[src/rtl/ff_input_loader_pkg.sv]
// Shared sizes and types for the feedforward input loader and its RAM-clear helpers.
package ff_input_loader_pkg;

  localparam int DEF_N_IN  = 264;
  localparam int DEF_N_H   = 64;
  localparam int DEF_N_OUT = 10;
  localparam int R_ADDR    = 9;
  localparam int SRAM_AW   = 17;
  localparam int PIX_W     = 8;
  localparam int ACC_W     = 12;

  localparam logic [SRAM_AW-1:0] ADDR_INPUT_START = 17'h1F000;

  typedef enum logic [1:0] {
    ST_IDLE = 2'd0,
    ST_RUN  = 2'd1,
    ST_DONE = 2'd2
  } state_t;

  // Zero-fill shift keeps every scaled pixel non-negative when read as signed Q.
  function automatic logic [PIX_W-1:0] scale_pix(input logic [PIX_W-1:0] p, input int sh);
    return p >> sh;
  endfunction

endpackage

[src/rtl/ff_input_loader_if.sv]
// Run/fin handshake, SRAM read bus and the three RAM write ports of the input loader.
interface ff_input_loader_if;
  import ff_input_loader_pkg::*;

  logic                run;
  logic                fin;
  logic [PIX_W-1:0]    sram_read_data;
  logic [SRAM_AW-1:0]  sram_addr;
  logic [PIX_W-1:0]    sram_write_data;
  logic                sram_data_output_en;
  logic                sram_cs_n;
  logic                sram_oe_n;
  logic                sram_we_n;
  logic [PIX_W-1:0]    x_d;
  logic [R_ADDR-1:0]   x_addr;
  logic                x_we;
  logic [ACC_W-1:0]    hid_d;
  logic [R_ADDR-1:0]   hid_addr;
  logic                hid_we;
  logic [ACC_W-1:0]    out_d;
  logic [R_ADDR-1:0]   out_addr;
  logic                out_we;

  modport master (
    input  run, sram_read_data,
    output fin, sram_addr, sram_write_data, sram_data_output_en,
           sram_cs_n, sram_oe_n, sram_we_n,
           x_d, x_addr, x_we, hid_d, hid_addr, hid_we, out_d, out_addr, out_we
  );

  modport slave (
    output run, sram_read_data,
    input  fin, sram_addr, sram_write_data, sram_data_output_en,
           sram_cs_n, sram_oe_n, sram_we_n,
           x_d, x_addr, x_we, hid_d, hid_addr, hid_we, out_d, out_addr, out_we
  );

endinterface

[src/rtl/ff_input_loader_ram_zero_seq.sv]
// Walks a RAM write address 0..DEPTH-1 with we high while start is held; start low clears it.
// First write one cycle after start; done is high from the last write onward; no backpressure.
module ff_input_loader_ram_zero_seq #(
  parameter int DEPTH = 64,
  parameter int AW    = 9
) (
  input  logic          clk,
  input  logic          reset_n,
  input  logic          start,
  output logic          we,
  output logic [AW-1:0] addr,
  output logic          done
);

  localparam logic [AW-1:0] LAST = AW'(DEPTH - 1);

  logic done_q;

  always_ff @(posedge clk or negedge reset_n) begin
    if (!reset_n) begin
      we     <= 1'b0;
      addr   <= '0;
      done_q <= 1'b0;
    end else if (!start) begin
      we     <= 1'b0;
      addr   <= '0;
      done_q <= 1'b0;
    end else if (we) begin
      if (addr == LAST) begin
        we     <= 1'b0;
        done_q <= 1'b1;
      end else begin
        addr <= addr + 1'b1;
      end
    end else if (!done_q) begin
      we   <= 1'b1;
      addr <= '0;
    end
  end

  // Counts as done as soon as the last write is on the port, so the parent can leave RUN that edge.
  assign done = done_q | (we & (addr == LAST));

endmodule

[src/rtl/ff_input_loader.sv]
// Copies N_IN SRAM pixels into the x RAM (>>IN_SHIFT) while zeroing the hidden and output RAMs.
// run-to-fin latency max(N_IN+3, N_H+1, N_OUT+1)+1 cycles; no backpressure, dropping run aborts.
module ff_input_loader
  import ff_input_loader_pkg::*;
#(
  parameter int                 N_IN     = DEF_N_IN,
  parameter int                 N_H      = DEF_N_H,
  parameter int                 N_OUT    = DEF_N_OUT,
  parameter logic [SRAM_AW-1:0] IN_BASE  = ADDR_INPUT_START,
  parameter int                 IN_SHIFT = 1
) (
  input logic               clk,
  input logic               reset_n,
  ff_input_loader_if.master bus
);

  localparam logic [SRAM_AW-1:0] LAST_ADDR = SRAM_AW'(IN_BASE + N_IN - 1);
  localparam logic [R_ADDR-1:0]  X_LAST    = R_ADDR'(N_IN - 1);

  state_t state, state_nxt;
  logic   load_start, running, abort, finish;

  logic [SRAM_AW-1:0] sram_addr;
  logic               cs_n, oe_n, fin;
  logic               rd_end, pix_vld;
  logic [PIX_W-1:0]   pix;
  logic [PIX_W-1:0]   x_d;
  logic [R_ADDR-1:0]  x_addr;
  logic               x_we, x_done_q, x_done;
  logic               clr_start, hid_done, out_done;

  assign x_done    = x_done_q | (x_we & (x_addr == X_LAST));
  assign clr_start = load_start | running;

  always_ff @(posedge clk or negedge reset_n) begin
    if (!reset_n) state <= ST_IDLE;
    else          state <= state_nxt;
  end

  always_comb begin
    state_nxt  = state;
    load_start = 1'b0;
    running    = 1'b0;
    abort      = 1'b0;
    finish     = 1'b0;
    unique case (state)
      ST_IDLE: begin
        if (bus.run && !fin) begin
          load_start = 1'b1;
          state_nxt  = ST_RUN;
        end
      end
      ST_RUN: begin
        if (!bus.run) begin
          abort     = 1'b1;
          state_nxt = ST_IDLE;
        end else begin
          running = 1'b1;
          if (x_done && hid_done && out_done) state_nxt = ST_DONE;
        end
      end
      ST_DONE: begin
        finish    = 1'b1;
        state_nxt = ST_IDLE;
      end
      default: state_nxt = ST_IDLE;
    endcase
  end

  always_ff @(posedge clk or negedge reset_n) begin
    if (!reset_n) begin
      sram_addr <= '0;
      cs_n      <= 1'b1;
      oe_n      <= 1'b1;
      fin       <= 1'b0;
      rd_end    <= 1'b0;
      pix_vld   <= 1'b0;
      pix       <= '0;
      x_d       <= '0;
      x_addr    <= '0;
      x_we      <= 1'b0;
      x_done_q  <= 1'b0;
    end else if (load_start) begin
      sram_addr <= IN_BASE;
      cs_n      <= 1'b0;
      oe_n      <= 1'b0;
      rd_end    <= 1'b0;
      pix_vld   <= 1'b0;
      x_addr    <= '0;
      x_we      <= 1'b0;
      x_done_q  <= 1'b0;
    end else if (running) begin
      // S0/S1: data for the address presented last cycle is valid now.
      if (!rd_end) begin
        pix     <= bus.sram_read_data;
        pix_vld <= 1'b1;
        if (sram_addr == LAST_ADDR) rd_end    <= 1'b1;
        else                        sram_addr <= sram_addr + 1'b1;
      end else begin
        pix_vld <= 1'b0;
      end
      // S2: the first write lands at index 0; later ones step the address.
      x_we <= pix_vld;
      if (pix_vld) begin
        x_d <= scale_pix(pix, IN_SHIFT);
        if (x_we) x_addr <= x_addr + 1'b1;
      end
      if (x_done) x_done_q <= 1'b1;
    end else begin
      // Idle, abort or done: no strobes, SRAM deselected.
      x_we    <= 1'b0;
      pix_vld <= 1'b0;
      cs_n    <= 1'b1;
      oe_n    <= 1'b1;
      if (finish)                 fin <= 1'b1;
      else if (abort || !bus.run) fin <= 1'b0;
    end
  end

  ff_input_loader_ram_zero_seq #(.DEPTH(N_H), .AW(R_ADDR)) u_hid_clr (
    .clk     (clk),
    .reset_n (reset_n),
    .start   (clr_start),
    .we      (bus.hid_we),
    .addr    (bus.hid_addr),
    .done    (hid_done)
  );

  ff_input_loader_ram_zero_seq #(.DEPTH(N_OUT), .AW(R_ADDR)) u_out_clr (
    .clk     (clk),
    .reset_n (reset_n),
    .start   (clr_start),
    .we      (bus.out_we),
    .addr    (bus.out_addr),
    .done    (out_done)
  );

  assign bus.fin                 = fin;
  assign bus.sram_addr           = sram_addr;
  assign bus.sram_write_data     = '0;
  assign bus.sram_data_output_en = 1'b0;
  assign bus.sram_cs_n           = cs_n;
  assign bus.sram_oe_n           = oe_n;
  assign bus.sram_we_n           = 1'b1;
  assign bus.x_d                 = x_d;
  assign bus.x_addr              = x_addr;
  assign bus.x_we                = x_we;
  assign bus.hid_d               = '0;
  assign bus.out_d               = '0;

endmodule
[src/flat_wrapper.sv]
// flat-port wrapper written by rule: the top's interface ports become plain ports
module ff_input_loader_flat import ff_input_loader_pkg::*;
#(
  parameter int                 N_IN     = DEF_N_IN,
  parameter int                 N_H      = DEF_N_H,
  parameter int                 N_OUT    = DEF_N_OUT,
  parameter logic [SRAM_AW-1:0] IN_BASE  = ADDR_INPUT_START,
  parameter int                 IN_SHIFT = 1
)
  (clk, reset_n, bus_run, bus_sram_read_data, bus_fin, bus_sram_addr, bus_sram_write_data, bus_sram_data_output_en, bus_sram_cs_n, bus_sram_oe_n, bus_sram_we_n, bus_x_d, bus_x_addr, bus_x_we, bus_hid_d, bus_hid_addr, bus_hid_we, bus_out_d, bus_out_addr, bus_out_we);
  ff_input_loader_if bus_i ();
  input logic clk;
  input logic reset_n;
  input wire logic [$bits(bus_i.run)-1:0] bus_run;
  input wire logic [$bits(bus_i.sram_read_data)-1:0] bus_sram_read_data;
  output wire logic [$bits(bus_i.fin)-1:0] bus_fin;
  output wire logic [$bits(bus_i.sram_addr)-1:0] bus_sram_addr;
  output wire logic [$bits(bus_i.sram_write_data)-1:0] bus_sram_write_data;
  output wire logic [$bits(bus_i.sram_data_output_en)-1:0] bus_sram_data_output_en;
  output wire logic [$bits(bus_i.sram_cs_n)-1:0] bus_sram_cs_n;
  output wire logic [$bits(bus_i.sram_oe_n)-1:0] bus_sram_oe_n;
  output wire logic [$bits(bus_i.sram_we_n)-1:0] bus_sram_we_n;
  output wire logic [$bits(bus_i.x_d)-1:0] bus_x_d;
  output wire logic [$bits(bus_i.x_addr)-1:0] bus_x_addr;
  output wire logic [$bits(bus_i.x_we)-1:0] bus_x_we;
  output wire logic [$bits(bus_i.hid_d)-1:0] bus_hid_d;
  output wire logic [$bits(bus_i.hid_addr)-1:0] bus_hid_addr;
  output wire logic [$bits(bus_i.hid_we)-1:0] bus_hid_we;
  output wire logic [$bits(bus_i.out_d)-1:0] bus_out_d;
  output wire logic [$bits(bus_i.out_addr)-1:0] bus_out_addr;
  output wire logic [$bits(bus_i.out_we)-1:0] bus_out_we;
  assign bus_i.run = bus_run;
  assign bus_i.sram_read_data = bus_sram_read_data;
  assign bus_fin = bus_i.fin;
  assign bus_sram_addr = bus_i.sram_addr;
  assign bus_sram_write_data = bus_i.sram_write_data;
  assign bus_sram_data_output_en = bus_i.sram_data_output_en;
  assign bus_sram_cs_n = bus_i.sram_cs_n;
  assign bus_sram_oe_n = bus_i.sram_oe_n;
  assign bus_sram_we_n = bus_i.sram_we_n;
  assign bus_x_d = bus_i.x_d;
  assign bus_x_addr = bus_i.x_addr;
  assign bus_x_we = bus_i.x_we;
  assign bus_hid_d = bus_i.hid_d;
  assign bus_hid_addr = bus_i.hid_addr;
  assign bus_hid_we = bus_i.hid_we;
  assign bus_out_d = bus_i.out_d;
  assign bus_out_addr = bus_i.out_addr;
  assign bus_out_we = bus_i.out_we;
  ff_input_loader #(.N_IN(N_IN), .N_H(N_H), .N_OUT(N_OUT), .IN_BASE(IN_BASE), .IN_SHIFT(IN_SHIFT)) u_core (.clk(clk), .reset_n(reset_n), .bus(bus_i));
endmodule
[config.mk]
export PLATFORM = sky130hd
export DESIGN_NAME = ff_input_loader_flat
export DESIGN_NICKNAME = d
export VERILOG_FILES = /design/src/rtl/ff_input_loader_pkg.sv /design/src/rtl/ff_input_loader_if.sv /design/src/rtl/ff_input_loader_ram_zero_seq.sv /design/src/rtl/ff_input_loader.sv /design/src/flat_wrapper.sv
export SDC_FILE = /design/constraint.sdc
export NUM_CORES = 1
export LEC_CHECK = 0
export ABC_CLOCK_PERIOD_IN_PS = 2700
export CORE_MARGIN = 5
export CORE_UTILIZATION = 35
export CTS_BUF_LIST = sky130_fd_sc_hd__clkbuf_8
export CTS_CLUSTER_SIZE = 20
export DETAILED_ROUTE_END_ITERATION = 7
export MAX_ROUTING_LAYER = met4
export PLACE_DENSITY = 0.72
export SYNTH_ARGS = -nofsm -noshare
export SYNTH_HDL_FRONTEND = slang
export SYNTH_SLANG_ARGS = --single-unit
[constraint.sdc]
create_clock -name clk -period 2.7 [get_ports clk]
set_clock_uncertainty 0.1 [all_clocks]
set_input_delay 0.405 -clock clk [delete_from_list [all_inputs] [get_ports clk]]
set_output_delay 0.405 -clock clk [all_outputs]
set_load 0.05 [all_outputs]
# After elaboration in Yosys (flattened, before gate mapping)
# Index checks and enable logic that the tools add are counted.
[classes] n_reduce_logical=23 bitwise_logic=10 n_mux=57 n_eq_ne=19 n_addsub=4
[ops] operator="$mux W9" n=12
[ops] operator="$mux W17" n=4
[ops] operator="$mux W1" n=37
[ops] operator="$add A9 B1 Y9 const B" n=3
[ops] operator="$add A17 B1 Y17 const B" n=1
[ops] operator="$eq A17 B17 Y1 const B" n=1
[ops] operator="$reduce_and A3 Y1" n=5
[ops] operator="$ne A2 B1 Y1 const B" n=6
[ops] operator="$ne A3 B3 Y1 const B" n=4
[ops] operator="$reduce_and A2 Y1" n=6
[ops] operator="$reduce_bool A2 Y1" n=5
[ops] operator="$eq A9 B4 Y1 const B" n=1
[ops] operator="$eq A9 B6 Y1 const B" n=1
[ops] operator="$eq A9 B9 Y1 const B" n=1
[ops] operator="$mux W2" n=3
[ops] operator="$ne A2 B2 Y1 const B" n=2
[ops] operator="$or A1 B1 Y1" n=4
[ops] operator="$pmux W2 S2" n=1
[ops] operator="$and A1 B1 Y1" n=3
[ops] operator="$logic_and A1 B1 Y1" n=3
[ops] operator="$ne A3 B2 Y1 const B" n=1
[ops] operator="$not A1 Y1" n=3
[ops] operator="$eq A2 B1 Y1 const B" n=1
[ops] operator="$eq A2 B2 Y1 const B" n=1
[ops] operator="other kinds (3)" n=4
[word_totals] wordCells=130 reg_bits=71

# Longest topological paths before layout
# Gate-level depths: netlist (run 1).
[depth] word_depth=8 mapped_depth=7 depth_no_buf=6

# Cells and area by module
# A second synthesis (run 1) with hierarchy kept.
[unflattened] hier_cells=387 hier_area_um2=3856.2
[modules_own_cells] module="ff_input_loader" cells_per_inst=254 area_per_inst_um2=2595.0 n_inst=1
[modules_own_cells] module="ff_input_loader_ram_zero_seq (u_core.u_hid_clr)" cells_per_inst=70 area_per_inst_um2=654.4 n_inst=1
[modules_own_cells] module="ff_input_loader_ram_zero_seq (u_core.u_out_clr)" cells_per_inst=63 area_per_inst_um2=606.8 n_inst=1

# Least setup slack after synthesis (run 1)
# OpenSTA, ideal clock, no wires.
[synth_timing] kind="reg-to-reg" startpoint="register u_core.u_out_clr.addr[0]" endpoint="register u_core.u_out_clr.addr[0]" n_path_buf=0 setup_slack_ns=0.416 t_arrival_ns=2.052 path_stages_with_launch=6 cell_sequence="dfrtp_1 ha_1 or4b_2 or3_1 a31oi_1 nor2_1"
[synth_between] elab_chain_len=4 word_cells_on_any_way=7 classes_between="add/sub (1); eq/ne (2); mux (3); reduce/logical (1)"
[synth_rtl] element="from (decl)" line_no="ff_input_loader_ram_zero_seq.sv:11" rtl="output logic [AW-1:0] addr,"
[synth_rtl] element="from (signal assigned)" line_no="ff_input_loader_ram_zero_seq.sv:33" rtl="addr <= addr + 1'b1;"
[synth_rtl] element="$add A9 B1 Y9" line_no="ff_input_loader_ram_zero_seq.sv:33"
[synth_rtl] element="$mux W9" line_no="ff_input_loader_ram_zero_seq.sv:29" rtl="if (addr == LAST) begin"
[synth_rtl] element="$mux W9" line_no="ff_input_loader_ram_zero_seq.sv:28" rtl="end else if (we) begin"
[synth_rtl] element="$mux W9" line_no="ff_input_loader_ram_zero_seq.sv:24" rtl="end else if (!start) begin"
# Parallel ways exist; a longest one is shown, timed or not. The select of a mux whose other input is x is not followed.
# A chain may end at the register's enable or synchronous reset.

# Worst setup path in the final report (run 1)
[layout_timing] startpoint="register u_core.u_out_clr.we" endpoint="output bus_out_we"
[layout_rtl] element="from (decl)" line_no="ff_input_loader_ram_zero_seq.sv:10" rtl="output logic we,"
[layout_rtl] element="from (signal assigned)" line_no="ff_input_loader_ram_zero_seq.sv:21" rtl="we <= 1'b0;"
[layout_rtl] element="from (signal assigned)" line_no="ff_input_loader_ram_zero_seq.sv:25" rtl="we <= 1'b0;"
[layout_rtl] element="from (signal assigned)" line_no="ff_input_loader_ram_zero_seq.sv:30" rtl="we <= 1'b0;"
[layout_rtl] element="to (decl)" line_no="flat_wrapper.sv:31" rtl="output wire logic [$bits(bus_i.out_we)-1:0] bus_out_we;"
# No word-level cell between the ends.

==> results of run 1 <==
[cell usage after synthesis (all sizes together), types with 3 or more instances]
library cell / number
clkbuf: 8
and4: 3
o211ai: 4
nand4: 12
nand2b: 3
nand3: 18
ha: 5
a41o: 3
nor4b: 8
xnor2: 5
nor3: 3
mux2i: 6
inv: 17
a31oi: 18
nor2b: 4
buf: 39
nand2: 19
or4: 8
or4b: 3
a21oi: 19
nor2: 18
a21o: 3
o21a: 3
o21ai: 14
mux2: 14
and2: 4
or3: 7
dfrtp: 69
nor4: 6
and3: 16
o31ai: 8
[power by group through the flow]
stage                     clock (mW)  sequential (mW)  combinational [mW]
after floorplan                    0             1.54               0.372
after global placement             0             1.26               0.895
after detailed placement           0             1.27               0.908
after CTS                      0.802             1.25               0.913
after global routing           0.851             1.27               0.953
final                          0.780             1.25               0.905
[kinds of logic after synthesis]
| family | after synthesis |
|---|---|
| fa+ha+maj | 5 |
| flops | 70 |
| other cells | 2 |
| compound gates | 81 |
| mux | 20 |
| simple gates | 138 |
| buf+inv | 64 |
| xor+xnor | 5 |
[layer usage]
| layer | GRT usage | part of all wire | vias up |
|---|---|---|---|
| met3 | 0.03330 | 0.070 | 15 |
| met5 | - | 0 | - |
| met4 | 0.06097 | 0.018 | 0 |
| li1 | - | - | 1519 |
| met2 | 0.2278 | 0.48 | 103 |
| met1 | 0.1771 | 0.43 | 1551 |
[registers in the layout, summed over array words and instances, names as in the netlist, 2 cells and up]
name	cells
u_core.bus.x_addr	9
u_core.state	2
u_core.bus.x_d	7
u_core.u_hid_clr.addr	9
u_core.bus.sram_addr	17
u_core.u_out_clr.addr	9
u_core.pix	7
[cell type report]
cell class,instances,share of cell area
clock inverters,7,0.01155
clock buffers,9,0.02599
flip-flops and latches,70,0.3678
inverters,17,0.01339
well taps,140,0.03676
repair buffers,79,0.1612
multi-input cells,284,0.3833
[timing repair]
item,CTS,global route
setup endpoints to repair,0,0
gates resized for setup,0,0
hold endpoints to repair,69,0
buffers inserted,0,0
hold buffers,1,0
[final timing paths]
kind | from | depth (start not counted) | end
worst max-delay path | u_core.u_out_clr.we$_DFF_PN0_ | 1 | bus_out_we
worst min-delay path | u_core.pix[6]$_DFFE_PN0P_ | 1 | u_core.bus.x_d[5]$_DFFE_PN0P_
worst max register to register | u_core.state[1]$_DFFE_PN0P_ | 5 | u_core.u_hid_clr.addr[8]$_DFFE_PN0P_
worst min register to register | u_core.pix[6]$_DFFE_PN0P_ | 1 | u_core.bus.x_d[5]$_DFFE_PN0P_
max in group asynchronous | reset_n | 3 | u_core.bus.sram_cs_n$_DFFE_PN1P_
min in group asynchronous | reset_n | 3 | u_core.u_out_clr.addr[3]$_DFFE_PN0P_
[cells in the final DEF, fill, tap and decap left out, drive strengths merged, types with 5 or more instances in the layout]
cell type      count
ha                 5
and3              16
dfrtp             69
xnor2              5
nand2             19
nor2              18
inv               20
nand3             18
o31ai              8
clkdlybuf4s50     65
clkbuf             9
o21ai             14
nor4               6
conb              35
nand4             12
or4                8
a21oi             19
buf               13
nor4b              8
mux2              14
mux2i              6
a31oi             18
or3                7
[worst reg2reg max path: cells and delay by family, from the launching register on]
family | cells | cell delay (ps)
compound gates | 2 | 280
buf+inv | 1 | 260
flops | 1 | 430
simple gates | 2 | 930
==> metrics.yaml, run 1 <==
cts_tree: "built"
min_period_over_period: 0.8397
powerDensity_nw_per_um2: 616.3
critPathKind: "reg -> out"
antenna_left: 0
synth_area_sq_um: 3835
whs_ps: 406.0
final.min_clock_period_ps: 2267
core_region_area_sq_um: 10790
crit_chain: "clkdlybuf4s50_1"
setup_ws_ps: 432.7
dp_cells: 589
final_util: 0.4416
p_leak_nw: 2.007
rows: 38
relSlewSlack: 0.5568
synthAdderAreaFrac: 0.01631
pwr-share-comb: 0.308
grt_max_degree: 71
drv_slew: 0
crit_fanout: 10
postPlaceCellArea_sq_um: 4577
cp_data_arrival_time_ps: 1760
start_util: 0.3553
htree_levels: 3
yosysWarnings: 0
netSwitchingFraction: 0.3878
worst-path-buf-inv: 1
fmax_ghz: 0.4411
synth-main-ff-cell: "dfrtp_1"
max_stage_delay_ps: 880
hold_viol: 0
track_usage: 0.1441
synthMuxAreaShare: 0.05677
yosys.area.top_type_share: 0.4502
slowest_stage: "clkdlybuf4s50_1"
finish.instance_area_sq_um: 4766
setup_viol: 0
required_ps: 2190
drcViolationCount: 0
hp-class: "reg -> reg"
die_area_sq_um: 13150
grt_pass1_vias: 3163
post-place-ws_ps: 160.7
cts_num_sinks: 70
total_power_mw: 2.937
grt_pass1_wl_um: 15140
wirelength_um: 9169
avgViaCountPerCell: 5.261
synth-compound-area-share: 0.1419
p_seq_frac: 0.426
synth_edf_count: 0
drive_gt1_frac: 0.1159
r2r_slack_ps: 610
power.switching_mw: 1.139
status: "finished, final reports clean"
port_buffers: 66
worstMarginPinSlew_ps: 660.4
ys_ff_latch: 70
synth_top_family_by_area: "simple AND/OR/NAND/NOR gates"
antenna_found_initial: 0
firstDrtPassIters: 4
gp_congestion: 0.8234
yosysSeqAreaShare: 0.4571
end_kind: "primary output"
multiInputGateArea_sq_um: 1827
rsz0062_at_grt: "no"
cp_top_family: "buffers and inverters"
setup_tns_ps: 0
io_pins: 103
area_growth_pct: 24.27
die_w_um: 114.7
internal_power_mw: 1.798
clock_latency_ps: 350
yosys.area_share.simple: 0.2157
synth_area_leaders: "dfrtp_1 (45%), buf_4 (7.0%), mux2_2 (4.1%)"
post_drt_wl_per_cell_um: 15.13
clockBufferDepth: 2
cts.reportedPaths.clkPinSlew_ps: 80
p_clk_frac: 0.266
cts_buffers: 9
regArea_sq_um: 1753
ys_types: 54
postSynth.asyncResetShare: 1.000
via_count: 3188
first_iter_violations: 103
fin_cells: 606
n_fill_cell: 1045
netlist_instances: 385
gr-total-overflow: 0
maxCapViolations: 0
nets: 477
vdd_drop_max_uv: 735.9
yosysTopAreaCell: "dfrtp_1"
clockRootBuffer: "clkbuf_8"
worst_setup_path_start_kind: "flip-flop"
synth-xor-area-share: 0.01142
synth.avg_cell_area_sq_um: 9.961
dp_hpwl_um: 6610
dieHeight_um: 114.7
diodes: 0
No activity file was read; power rests on OpenSTA's default activity.
==> run 2: changes to the inputs <==
--- a/config.mk
+++ b/config.mk
@@ -5,7 +5,7 @@
 export SDC_FILE = /design/constraint.sdc
 export NUM_CORES = 1
 export LEC_CHECK = 0
-export ABC_CLOCK_PERIOD_IN_PS = 2700
+export ABC_CLOCK_PERIOD_IN_PS = 2150
 export CORE_MARGIN = 5
 export CORE_UTILIZATION = 35
 export CTS_BUF_LIST = sky130_fd_sc_hd__clkbuf_8
==> constraint.sdc (replaced) <==
create_clock -name clk -period 2.15 [get_ports clk]
set_clock_uncertainty 0.1 [all_clocks]
set_input_delay 0.3225 -clock clk [delete_from_list [all_inputs] [get_ports clk]]
set_output_delay 0.3225 -clock clk [all_outputs]
set_load 0.05 [all_outputs]
==> metrics.yaml, run 2 (synthesized netlist as in run 1, its figures left out) <==
status: "finished, final reports clean"  # unchanged
cp_data_arrival_time_ps: 1670  # was 1760 ps
grt_pass1_vias: 3191  # was 3163
port_buffers: 66  # unchanged
largest_reg_flops: 17  # unchanged
clockBufferDepth: 2  # unchanged
final.min_clock_period_ps: 2091
worstMarginPinSlew_ps: 670.8  # was 660.4 ps
pwr-share-comb: 0.298  # was 0.308
diodes: 0  # unchanged
p_clk_frac: 0.301  # was 0.266
cp_top_family: "buffers and inverters"  # unchanged
post_drt_wl_per_cell_um: 14.83  # was 15.13 um
fmax_ghz: 0.4783
wirelength_um: 9236  # was 9169 um
netSwitchingFraction: 0.3596  # was 0.3878
clockRootBuffer: "clkbuf_8"  # unchanged
rsz0062_at_grt: "no"  # unchanged
die_w_um: 114.7  # unchanged
grt_max_degree: 44  # was 71
crit_fanout: 8  # was 10
cts.reportedPaths.clkPinSlew_ps: 80  # about the same
cts_num_sinks: 70  # unchanged
cts_buffers: 9  # unchanged
critPathKind: "reg -> out"  # unchanged
hold_viol: 0  # unchanged
holdCritStartpoint: "u_core.bus.x_d[5]$_DFFE_PN0P_"  # was u_core.pix[6]$_DFFE_PN0P_
post-place-ws_ps: -252.4  # was 160.7 ps
nets: 494  # was 477
gp_congestion: 0.8335  # was 0.8234
htree_levels: 3  # unchanged
p_leak_nw: 2.223  # was 2.007 nW
area_growth_pct: 29.27  # was 24.27%
core_region_area_sq_um: 10790  # unchanged
crit_chain: "clkdlybuf4s50_1"  # unchanged
dieHeight_um: 114.7  # unchanged
setup_tns_ps: 0  # unchanged
internal_power_mw: 2.509  # was 1.798 mW
required_ps: 1730  # was 2190 ps
drcViolationCount: 0  # unchanged
vdd_drop_max_uv: 783.8  # was 735.9 uV
dp_hpwl_um: 6844  # was 6610 um
powerDensity_nw_per_um2: 790.3  # was 616.3 nW/um^2
min_period_over_period: 0.9724
gr-total-overflow: 0  # unchanged
worst-path-buf-inv: 1  # unchanged
setup_ws_ps: 59.37  # was 432.7 ps
layout_commonest_cell: "dfrtp_1"  # unchanged
drv_slew: 0  # unchanged
maxCapViolations: 0  # unchanged
relSlewSlack: 0.5498  # was 0.5568
finish.instance_area_sq_um: 4957  # was 4766 sq um
final_cell_mix: "dfrtp_1 (66), clkdlybuf4s50_1 (56), conb_1 (35), buf_4 (28), nand2_1 (19)"  # was dfrtp_1 (69), clkdlybuf4s50_1 (65), conb_1 (35), nand2_1 (19)
rows: 38  # unchanged
track_usage: 0.1479  # was 0.1441
end_kind: "primary output"  # unchanged
antenna_left: 0  # unchanged
max_stage_delay_ps: 850  # was 880 ps
r2r-start: "u_core.u_out_clr.addr[1]$_DFFE_PN0P_"  # was u_core.state[1]$_DFFE_PN0P_
grt_pass1_wl_um: 15460  # was 15140 um
die_area_sq_um: 13150  # unchanged
antenna_found_initial: 0  # unchanged
crit_start: "u_core.bus.sram_addr[10]$_DFFE_PN0P_"  # was u_core.u_out_clr.we$_DFF_PN0_
firstDrtPassIters: 4  # unchanged
first_iter_violations: 134  # was 103
io_pins: 103  # unchanged
p_seq_frac: 0.401  # was 0.426
setup_viol: 0  # unchanged
cts_tree: "built"  # unchanged
clock_latency_ps: 350  # about the same
slowest_stage: "clkdlybuf4s50_1"  # unchanged
power.switching_mw: 1.409  # was 1.139 mW
start_util: 0.3553  # unchanged
via_count: 3239  # was 3188
avgViaCountPerCell: 5.199  # was 5.261
drive_gt1_frac: 0.1553  # was 0.1159
largest-register: "u_core.bus.sram_addr"  # unchanged
hp-class: "reg -> reg"  # unchanged
worst_setup_path_start_kind: "flip-flop"  # unchanged
postPlaceCellArea_sq_um: 4706  # was 4577 sq um
[run 2: cell types whose count changed in the layout (fill, tap and decap cells not counted)]
cell,delta
buf_6,+1
bufinv_16,+2
buf_4,+17
dfrtp_2,+3
dlymetal6s2s_1,+7
inv_6,-2
clkdlybuf4s50_1,-9
dlygate4sd2_1,+1
dfrtp_1,-3
[run 2: metrics by stage]
stage | utilization | hold slack, ps | instances | power (mW)
after CTS | 0.4573 | 407.9 | 623 | 3.961
after global routing | 0.4593 | 433.6 | 623 | 4.123
after detailed placement | 0.4360 | 261.5 | 606 | 2.768
after global placement | 0.4360 | 252.8 | 606 | 2.743
final | 0.4593 | 405.2 | 623 | 3.918
after floorplan | - | -73.09 | 418 | 2.406
[run 2: timing repair]
action | CTS | global route
cloned | 0 | 0
pin swaps | 0 | 0
resized for setup | 1 | 8
endpoints found under the hold margin | 69 | 0
buffers inserted | 0 | 0
setup endpoints to repair | 2 | 8
hold buffers | 1 | 0
[run 2: area by class of cell]
class	count	area [sq um]
clock buffers	9	123.9
clock inverters	7	97.59
fillers	1009	5836
inverters	17	63.81
multi-input cells	284	1827
flip-flops and latches	70	1757
well taps	140	175.2
repair buffers	96	913.4
[run 2: worst register-to-register path, delay by kind of cell, from the launching register on]
kind	cells	cell delay (ps)
compound gates	1	180
fa+ha+maj	1	160
buf+inv	1	80
flops	1	390
simple gates	3	1060
[run 2: routing by layer]
layer	share of wire	global-route usage	up-vias	routed length, um
met4	0.011	0.04038	0	104
met5	0	-	-	0
met1	0.44	0.1895	1561	4060
met2	0.48	0.2355	115	4455
li1	-	-	1555	-
met3	0.067	0.03436	8	615
[run 2: final timing paths]
kind,end,slack (ps),cells past startpoint
worst max-delay path,bus_sram_addr[10],60,1
worst max register to register,u_core.u_out_clr.addr[0]$_DFFE_PN0P_,90,6
worst min register to register,u_core.bus.x_d[5]$_DFFE_PN0P_,410,1
worst min-delay path,u_core.bus.x_d[5]$_DFFE_PN0P_,410,1
min in group asynchronous,u_core.u_out_clr.addr[7]$_DFFE_PN0P_,430,3
max in group asynchronous,u_core.u_out_clr.addr[0]$_DFFE_PN0P_,1070,3
[run 2: power groups by stage]
stage | logic (mW) | registers [mW] | clock network (mW)
6_report | 1.17 | 1.57 | 1.18
5_1_grt | 1.23 | 1.60 | 1.30
4_1_cts | 1.17 | 1.57 | 1.22
3_5_place_dp | 1.17 | 1.60 | 0
3_3_place_gp | 1.16 | 1.59 | 0
2_1_floorplan | 0.467 | 1.94 | 0
